`src/rtl/ffsr_pkg.sv`:
```
// Shared definitions for the FFSR pulse encoder/decoder pair: decoder state
// encoding and the output-width helpers both sides size their ports with.
package ffsr_pkg;

    typedef enum logic [1:0] {IDLE, SCAN, DONE} ffsr_dec_state_t;

    // Bits needed to hold a count of 0..n ones.
    function automatic int cnt_w(input int n);
        return $clog2(n + 1);
    endfunction

    // Bits needed to hold an index 0..n-1.
    function automatic int pos_w(input int n);
        return $clog2(n);
    endfunction

endpackage

```
`src/rtl/ffsr_pulse_decode.sv`:
```
// Serial FFSR pulse decoder: scans a latched code one bit per clock from index 0
// and reports run width, leading-one index and a non-contiguous-run flag.
module ffsr_pulse_decode
    import ffsr_pkg::*;
#(
    parameter int INPUT_SIZE = 16,
    localparam int CNT_W = cnt_w(INPUT_SIZE),
    localparam int POS_W = pos_w(INPUT_SIZE)
) (
    input  logic                  clk,
    input  logic                  rst,
    input  logic                  in_valid,
    output logic                  in_ready,
    input  logic [0:INPUT_SIZE-1] code,
    output logic                  out_valid,
    input  logic                  out_ready,
    output logic [CNT_W-1:0]      width,
    output logic [POS_W-1:0]      pos,
    output logic                  err
);

    ffsr_dec_state_t       state;
    logic [0:INPUT_SIZE-1] sr;
    logic [CNT_W-1:0]      cnt;
    logic [POS_W-1:0]      pos_acc;
    logic [POS_W-1:0]      idx;
    logic                  seen;
    logic                  ended;
    logic                  err_acc;

    logic                  bit_cur;
    logic [CNT_W-1:0]      cnt_nxt;
    logic [POS_W-1:0]      pos_nxt;
    logic                  seen_nxt;
    logic                  ended_nxt;
    logic                  err_nxt;
    logic                  last_bit;

    // Accumulator updates for the bit consumed this cycle; also feed the
    // result registers on the final scan edge so the last bit is included.
    always_comb begin
        bit_cur   = sr[0];
        cnt_nxt   = bit_cur ? cnt + CNT_W'(1) : cnt;
        pos_nxt   = (bit_cur && !seen) ? idx : pos_acc;
        seen_nxt  = seen | bit_cur;
        ended_nxt = ended | (!bit_cur && seen);
        err_nxt   = err_acc | (bit_cur && ended);
        last_bit  = (idx == POS_W'(INPUT_SIZE - 1));
    end

    always_ff @(posedge clk or posedge rst) begin
        if (rst) begin
            state     <= IDLE;
            in_ready  <= 1'b1;
            out_valid <= 1'b0;
            width     <= '0;
            pos       <= '0;
            err       <= 1'b0;
            sr        <= '0;
            cnt       <= '0;
            pos_acc   <= '0;
            idx       <= '0;
            seen      <= 1'b0;
            ended     <= 1'b0;
            err_acc   <= 1'b0;
        end else begin
            case (state)
                IDLE: begin
                    if (in_valid) begin
                        sr       <= code;
                        cnt      <= '0;
                        pos_acc  <= '0;
                        idx      <= '0;
                        seen     <= 1'b0;
                        ended    <= 1'b0;
                        err_acc  <= 1'b0;
                        in_ready <= 1'b0;
                        state    <= SCAN;
                    end
                end
                SCAN: begin
                    sr      <= sr << 1;
                    cnt     <= cnt_nxt;
                    pos_acc <= pos_nxt;
                    seen    <= seen_nxt;
                    ended   <= ended_nxt;
                    err_acc <= err_nxt;
                    if (last_bit) begin
                        width     <= cnt_nxt;
                        pos       <= pos_nxt;
                        err       <= err_nxt;
                        out_valid <= 1'b1;
                        state     <= DONE;
                    end else begin
                        idx <= idx + POS_W'(1);
                    end
                end
                DONE: begin
                    if (out_ready) begin
                        out_valid <= 1'b0;
                        in_ready  <= 1'b1;
                        state     <= IDLE;
                    end
                end
                default: begin
                    in_ready  <= 1'b1;
                    out_valid <= 1'b0;
                    state     <= IDLE;
                end
            endcase
        end
    end

endmodule
```
`config.mk`:
```
export PLATFORM = sky130hd
export DESIGN_NAME = ffsr_pulse_decode
export DESIGN_NICKNAME = d
export VERILOG_FILES = /design/src/rtl/ffsr_pkg.sv /design/src/rtl/ffsr_pulse_decode.sv
export SDC_FILE = /design/constraint.sdc
export NUM_CORES = 1
export LEC_CHECK = 0
export CAP_MARGIN = 25
export CORE_MARGIN = 2
export CORE_UTILIZATION = 45
export DETAILED_ROUTE_END_ITERATION = 6
export PLACE_DENSITY = 0.68
export SLEW_MARGIN = 20
export SYNTH_ARGS = -nofsm -noshare
export SYNTH_HDL_FRONTEND = slang
export SYNTH_SLANG_ARGS = --single-unit
```
`constraint.sdc`:
```
create_clock -name clk -period 1.9 [get_ports clk]
set_input_delay 0.38 -clock clk [delete_from_list [all_inputs] [get_ports clk]]
set_output_delay 0.38 -clock clk [all_outputs]
set_load 0.005 [all_outputs]
```
; ---- After elaboration in Yosys (flattened, before gate mapping)
; Cells that the tools add are included.
[word_totals]
wordCells = 63
input_bits = 20
latchBits = 0
ram_bits = 0
mem_count = 0
romBits = 0
output_inout_bits = 12
register_bits = 46
[op_classes]
mul = 0
n_lt_le_gt_ge = 0
n_shift = 0
n_eq_ne = 7
addsub = 2
n_div = 0
mux = 23
bitwise_logic = 5
reduce_logical = 13
[op_table]
columns = operator, count
row1 = $pmux W16 S2, 1
row2 = $mux W16, 1
row3 = $pmux W4 S2, 2
row4 = $mux W4, 3
row5 = $reduce_and A3 Y1, 4
row6 = $mux W5, 2
row7 = $pmux W5 S2, 1
row8 = $ne A2 B2 Y1 const B, 4
row9 = $mux W2, 3
row10 = $pmux W1 S2, 3
row11 = $pmux W1 S3, 2
row12 = $pmux W2 S3, 1
row13 = $add A5 B1 Y5 const B, 1
row14 = $add A4 B1 Y4 const B, 1
row15 = $eq A4 B4 Y1 const B, 1
row16 = $mux W1, 4
row17 = $reduce_and A2 Y1, 2
row18 = $logic_and A1 B1 Y1, 3
row19 = $or A1 B1 Y1, 3
row20 = $eq A2 B1 Y1 const B, 1
row21 = $eq A2 B2 Y1 const B, 1
row22 = $logic_not A1 Y1, 2
row23 = $logic_not A2 Y1, 1
row24 = $not A1 Y1, 2
row25 = $reduce_bool A2 Y1, 1

; ---- Longest topological paths before layout
[logic_depth]
ltp_word = 4
mapped_depth = 6
depth_no_buf = 4

; ---- Worst setup path before layout
; OpenSTA, ideal clock, no wires.
[synth_timing]
kind = register -> register
startpoint = register idx[0]
endpoint = register idx[3]
synth_period_minus_slack_ns = 1.352
required_ns = 1.768
arrival_ns = 1.220
slack_ns = 0.548
setup_ns = 0.132
path_stages_with_launch = 5
path_cell_list = dfrtp_1 -> ha_1 -> and3_2 -> o311ai_4 -> o31ai_2
[synth_via]
elab_chain_cells = 3
elab_cells_between_ends = 6
classes_between = add/sub: 1 / eq/ne: 2 / mux: 2 / reduce/logical: 1
[synth_rtl]
columns = element, line_no
row1 = from (decl), ffsr_pulse_decode.sv:26  ; logic [POS_W-1:0] idx;
row2 = from (signal assigned), ffsr_pulse_decode.sv:95  ; idx <= idx + POS_W'(1);
row3 = $add A4 B1 Y4 / $eq A4 B4 Y1 (equally long branches), "ffsr_pulse_decode.sv:95, ffsr_pulse_decode.sv:48"
row4 = $mux W4 / $ne A2 B2 Y1 (equally long branches), --
row5 = $pmux W4 S2 / $reduce_and A3 Y1 (equally long branches), --
; Parallel ways exist; a longest one is shown, timed or not. The select of a mux whose other input is x is not followed.
; A chain may end at the register's enable or synchronous reset.

; ---- Worst setup path after layout
[layout_timing]
startpoint = register in_ready
endpoint = output port in_ready
[layout_lines]
columns = element, line_no
row1 = from (decl), ffsr_pulse_decode.sv:13  ; output logic in_ready,
row2 = from (signal assigned), ffsr_pulse_decode.sv:54  ; in_ready <= 1'b1;
row3 = from (signal assigned), ffsr_pulse_decode.sv:77  ; in_ready <= 1'b0;
row4 = from (signal assigned), ffsr_pulse_decode.sv:101  ; in_ready <= 1'b1;
; No word-level cell between the ends.

==> run summary <==
The run finished with clean final reports. Once the clock tree was built, the setup fixing pass inserted 0 buffers. The share of cells above drive strength 1 was 14.35%; the layout overhead on the synthesized area was 21.08%.

The internal power summed over all cells was 2.551 mW. Summed over all nets, the switching power comes to 1.480 mW. Most common cell after layout, fill and taps aside: sky130_fd_sc_hd__dfrtp_1. Net switching is 36.71% of the power.

The number of nets handed over by synthesis was 226. The final routed wire length divided by cell count was 13.52 um; the number of storage elements in the synthesis netlist was 46. In this run the worst path has a maximum fanout of 3.

The maximum number of buffers from clock root to sink came out at 2. Of the total power, registers draw 43.7%. The run gives 0 as the DRC violation count after routing.

STA classifies the critical path startpoint as a register. Walking the worst path, the cells encountered are clkdlybuf4s50_1. In this run the power density over the cells is 1541 nW/um^2. Final critical-path required period: 1.715 ns. The synthesized design spends more area on one cell type than any other, namely sky130_fd_sc_hd__dfrtp_1.

The die extent in x was 73.30 um; the number of instances in the synthesized netlist was 204. The H-tree generated during clock tree synthesis spans 2 levels. Once the floorplan was initialized, standard cells occupied 46.36% of the core. Entering global routing, the biggest net connects 47 pins. After detailed routing, no signal wire sits above met4.

Once placement finished, the instance area stood at 2540 um^2. The count of buffers added on input and output ports is 31. The worst endpoint required time is 1.52 ns, and the source-to-sink clock delay at the later pin of the worst-skew pair is 0.30 ns. During synthesis, Yosys emitted a total of 0 warnings. Post-CTS repair changed the size of 0 cells.

The tools report the signal arrival time at the worst endpoint as 1.33 ns. The worst register-to-register path has a setup slack of 0.27 ns. In the final layout, the multi-input gates occupy 893.4 um^2. The count of buffering cells on the critical path with inverters included was 1; the number of ports placed on the die boundary was 32.

Kind of end point of the critical path: a primary output. Final hold analysis gives a worst-case slack of 0.4127 ns. The share of the Yosys chip area taken by registers is 53.33%. In this run the remaining antenna-violating nets after routing total 0. Summed over all nets, wire length on met3 after detailed routing comes to 137 um. The run gives 1427 as the number of global-route vias before repair. Across the run, the number of max-cap violations was 0. Counting cells, the worst reg-to-reg path comes to 3. Worst-case vdd ir drop: 0.6218 mV.

Yosys mapped the design onto 34 distinct sky130hd cell types. The synthesized area divided by synthesized cell count works out to 10.59 um^2. The repair_antennas step left the layout with diodes totalling 0. Summing all non-filler instances in the final layout gives an area of 2616 um^2. Derived from the worst setup path, the maximum achievable clock frequency is 583.1 MHz.

The core region is 4661 um^2. The destination of the critical timing path was in_ready. The floorplan step set the die height to 73.30 um. Of the post-synthesis cell area, the dominant cell type holds 52.11%. The logs give 0 for the number of antenna violations at the first check in global routing and 1.099 nW for the leakage power. The logs give 80 for the number of design-rule violations left by the first detailed-router iteration and 4 for the number of optimization iterations in the first detailed-route pass. At the end of routability-driven placement, the weighted congestion stood at 0.7509. The run gives 0 ns as the sum of negative setup slack. Summed over all layers, the routed wires come to 3.934 mm.

Delay of the slowest cell on the worst path: 0.54 ns. Combinational share of power: 42.2%. The run gives 2.733 mm as the HPWL after detailed placement.

The hold buffer count at CTS came out at 0. The placement row count is 25, and the CTS buffer count is 5. The startpoint identified for the worst register-to-register timing path is state[1]$_DFFE_PP0P_. The routed layout has 1537 vias. The global-route usage over all layers is 16.35%. The number of fillers in the final layout is 421, and the area taken by flip-flops and latches is 1152 um^2. For this run, the post-layout net count is 259. The tools report the die area as 5372 um^2.

At the pin with the least slew margin, the transition time is 0.5768 ns. For this block, wires on met1 add up to 1.968 mm. The run gives 0 as the number of pins exceeding their max-slew limit in the final report.

The tightest min-delay check is of the in2async type. After clock tree synthesis, the clock-pin slew on the worst setup and hold paths is 0.08 ns. TritonCTS built the clock tree. The count of endpoints failing hold in the final timing report is 0. CTS placed an instance of sky130_fd_sc_hd__clkbuf_8 at the clock tree root. Dividing the detail-routed via count by the number of cells gives 5.282. CTS saw 46 sinks. The wire length on met2 was 1.774 mm; the netlist area before placement was 2161 um^2. The first-pass GRT wire length came out at 6.824 mm.

By area the synthesized netlist is led by sky130_fd_sc_hd__dfrtp_1 52%, sky130_fd_sc_hd__o22ai_2 8.1%, sky130_fd_sc_hd__nor2_1 6.4%. The number of setup violations in the final report is 0, and the setup skew after layout is 0.002673 ns. Count of cell instances traversed by the critical path: 1. The cell with the largest stage delay on the worst path was sky130_fd_sc_hd__dfstp_2. Setup repair after global routing left no endpoint under its margin.

The library cells used most frequently in the layout, excluding fill and tap cells, are 45 x sky130_fd_sc_hd__dfrtp_1, 37 x sky130_fd_sc_hd__nor2_1, 31 x sky130_fd_sc_hd__clkdlybuf4s50_1. The most critical setup path has its startpoint at in_ready$_DFFE_PP1P_. Per report_power, the clock group accounts for 14.1% of the total.

The terminus of the critical flop-to-flop path was idx[2]$_DFFE_PP0P_. The final period utilization works out to 90.26%. In this run the tightest slew margin relative to its limit is 61.55%. The path type of the worst setup path is reg2out. The category of cells accounting for the largest share of critical-path delay is flip-flops.

For this run the aggregate overflow at the end of global routing stands at 0.
[registers in the layout, indices dropped and copies added, names as in the netlist]
name and cells:
sr 16, pos_acc 4, err_acc 1, err 1
ended 1, in_ready 1, out_valid 1, pos 4
idx 4, seen 1, cnt 5, width 5
state 2
[layout make-up]
class | instances | area share [%]
clock buffer | 7 | 2.917
tap | 54 | 2.582
inverter | 3 | 0.4304
multi-input combinational | 141 | 34.15
sequential | 46 | 44.05
timing repair buffer | 40 | 15.88
[per-layer routing]
metal,vias to the layer above,track usage (%)
met5,-,0
met4,0,5.455
met1,722,23.44
met3,6,4.115
li1,779,-
met2,30,24.32
[worst min path at each step]
stage                           startpoint                      to  slack [ns]  cells past startpoint
finish                                 rst       sr[5]$_DFFE_PP0P_        0.41                      3
global placement    pos_acc[2]$_DFFE_PP0P_  pos_acc[2]$_DFFE_PP0P_        0.48                      1
global route                           rst       sr[5]$_DFFE_PP0P_        0.45                      3
floorplan              err_acc$_DFFE_PP0P_     err_acc$_DFFE_PP0P_        0.46                      2
CTS                                    rst       sr[1]$_DFFE_PP0P_        0.44                      3
detailed placement  pos_acc[2]$_DFFE_PP0P_  pos_acc[2]$_DFFE_PP0P_        0.49                      1
[synth_stat cells]
cell type and number:
sky130_fd_sc_hd__o22ai_1 1, sky130_fd_sc_hd__nor2b_1 2, sky130_fd_sc_hd__clkbuf_1 1, sky130_fd_sc_hd__o21bai_1 1, sky130_fd_sc_hd__xnor2_1 1, sky130_fd_sc_hd__a31oi_1 1, sky130_fd_sc_hd__o211ai_1 1, sky130_fd_sc_hd__o21ai_0 21
sky130_fd_sc_hd__buf_2 5, sky130_fd_sc_hd__dfstp_2 1, sky130_fd_sc_hd__dfrtp_1 45, sky130_fd_sc_hd__nor2_1 37, sky130_fd_sc_hd__nand3_1 9, sky130_fd_sc_hd__buf_4 4, sky130_fd_sc_hd__nand2b_1 3, sky130_fd_sc_hd__ha_1 2
sky130_fd_sc_hd__o31ai_2 1, sky130_fd_sc_hd__o22ai_2 14, sky130_fd_sc_hd__inv_1 3, sky130_fd_sc_hd__o21a_1 1, sky130_fd_sc_hd__nand4_1 2, sky130_fd_sc_hd__and3_2 1, sky130_fd_sc_hd__a21oi_1 8, sky130_fd_sc_hd__mux2i_1 6
sky130_fd_sc_hd__nor3_1 1, sky130_fd_sc_hd__o21ai_1 9, sky130_fd_sc_hd__buf_6 4, sky130_fd_sc_hd__nand2_1 8, sky130_fd_sc_hd__a22o_1 4, sky130_fd_sc_hd__o21ba_2 1, sky130_fd_sc_hd__nor3b_1 1, sky130_fd_sc_hd__or3b_4 1
sky130_fd_sc_hd__xor2_1 3, sky130_fd_sc_hd__o311ai_4 1
[cell families after synthesis]
family | synth area share (%)
compound gates | 22.41
xor+xnor | 1.622
fa+ha+maj | 1.158
buf+inv | 5.327
flops | 53.33
mux | 2.779
simple gates | 13.38
[power groups by stage]
stage | logic [mW] | clock network (mW) | registers [mW]
after global placement | 1.69 | 0 | 1.78
after global routing | 1.91 | 0.629 | 1.82
after CTS | 1.72 | 0.580 | 1.76
after floorplan | 1.32 | 0 | 1.67
final | 1.70 | 0.567 | 1.76
after detailed placement | 1.72 | 0 | 1.78
[metrics by stage]
step	worst slack, ns	total power [mW]	cells	utilization, %
floorplan	0.4339	2.989	204	-
global placement	0.1278	3.461	284	54.50
detailed placement	0.1100	3.501	284	54.50
CTS	0.1736	4.068	291	56.13
global route	0.04797	4.368	291	56.13
finish	0.1850	4.031	291	56.13
No activity file was read; power rests on OpenSTA's default activity.
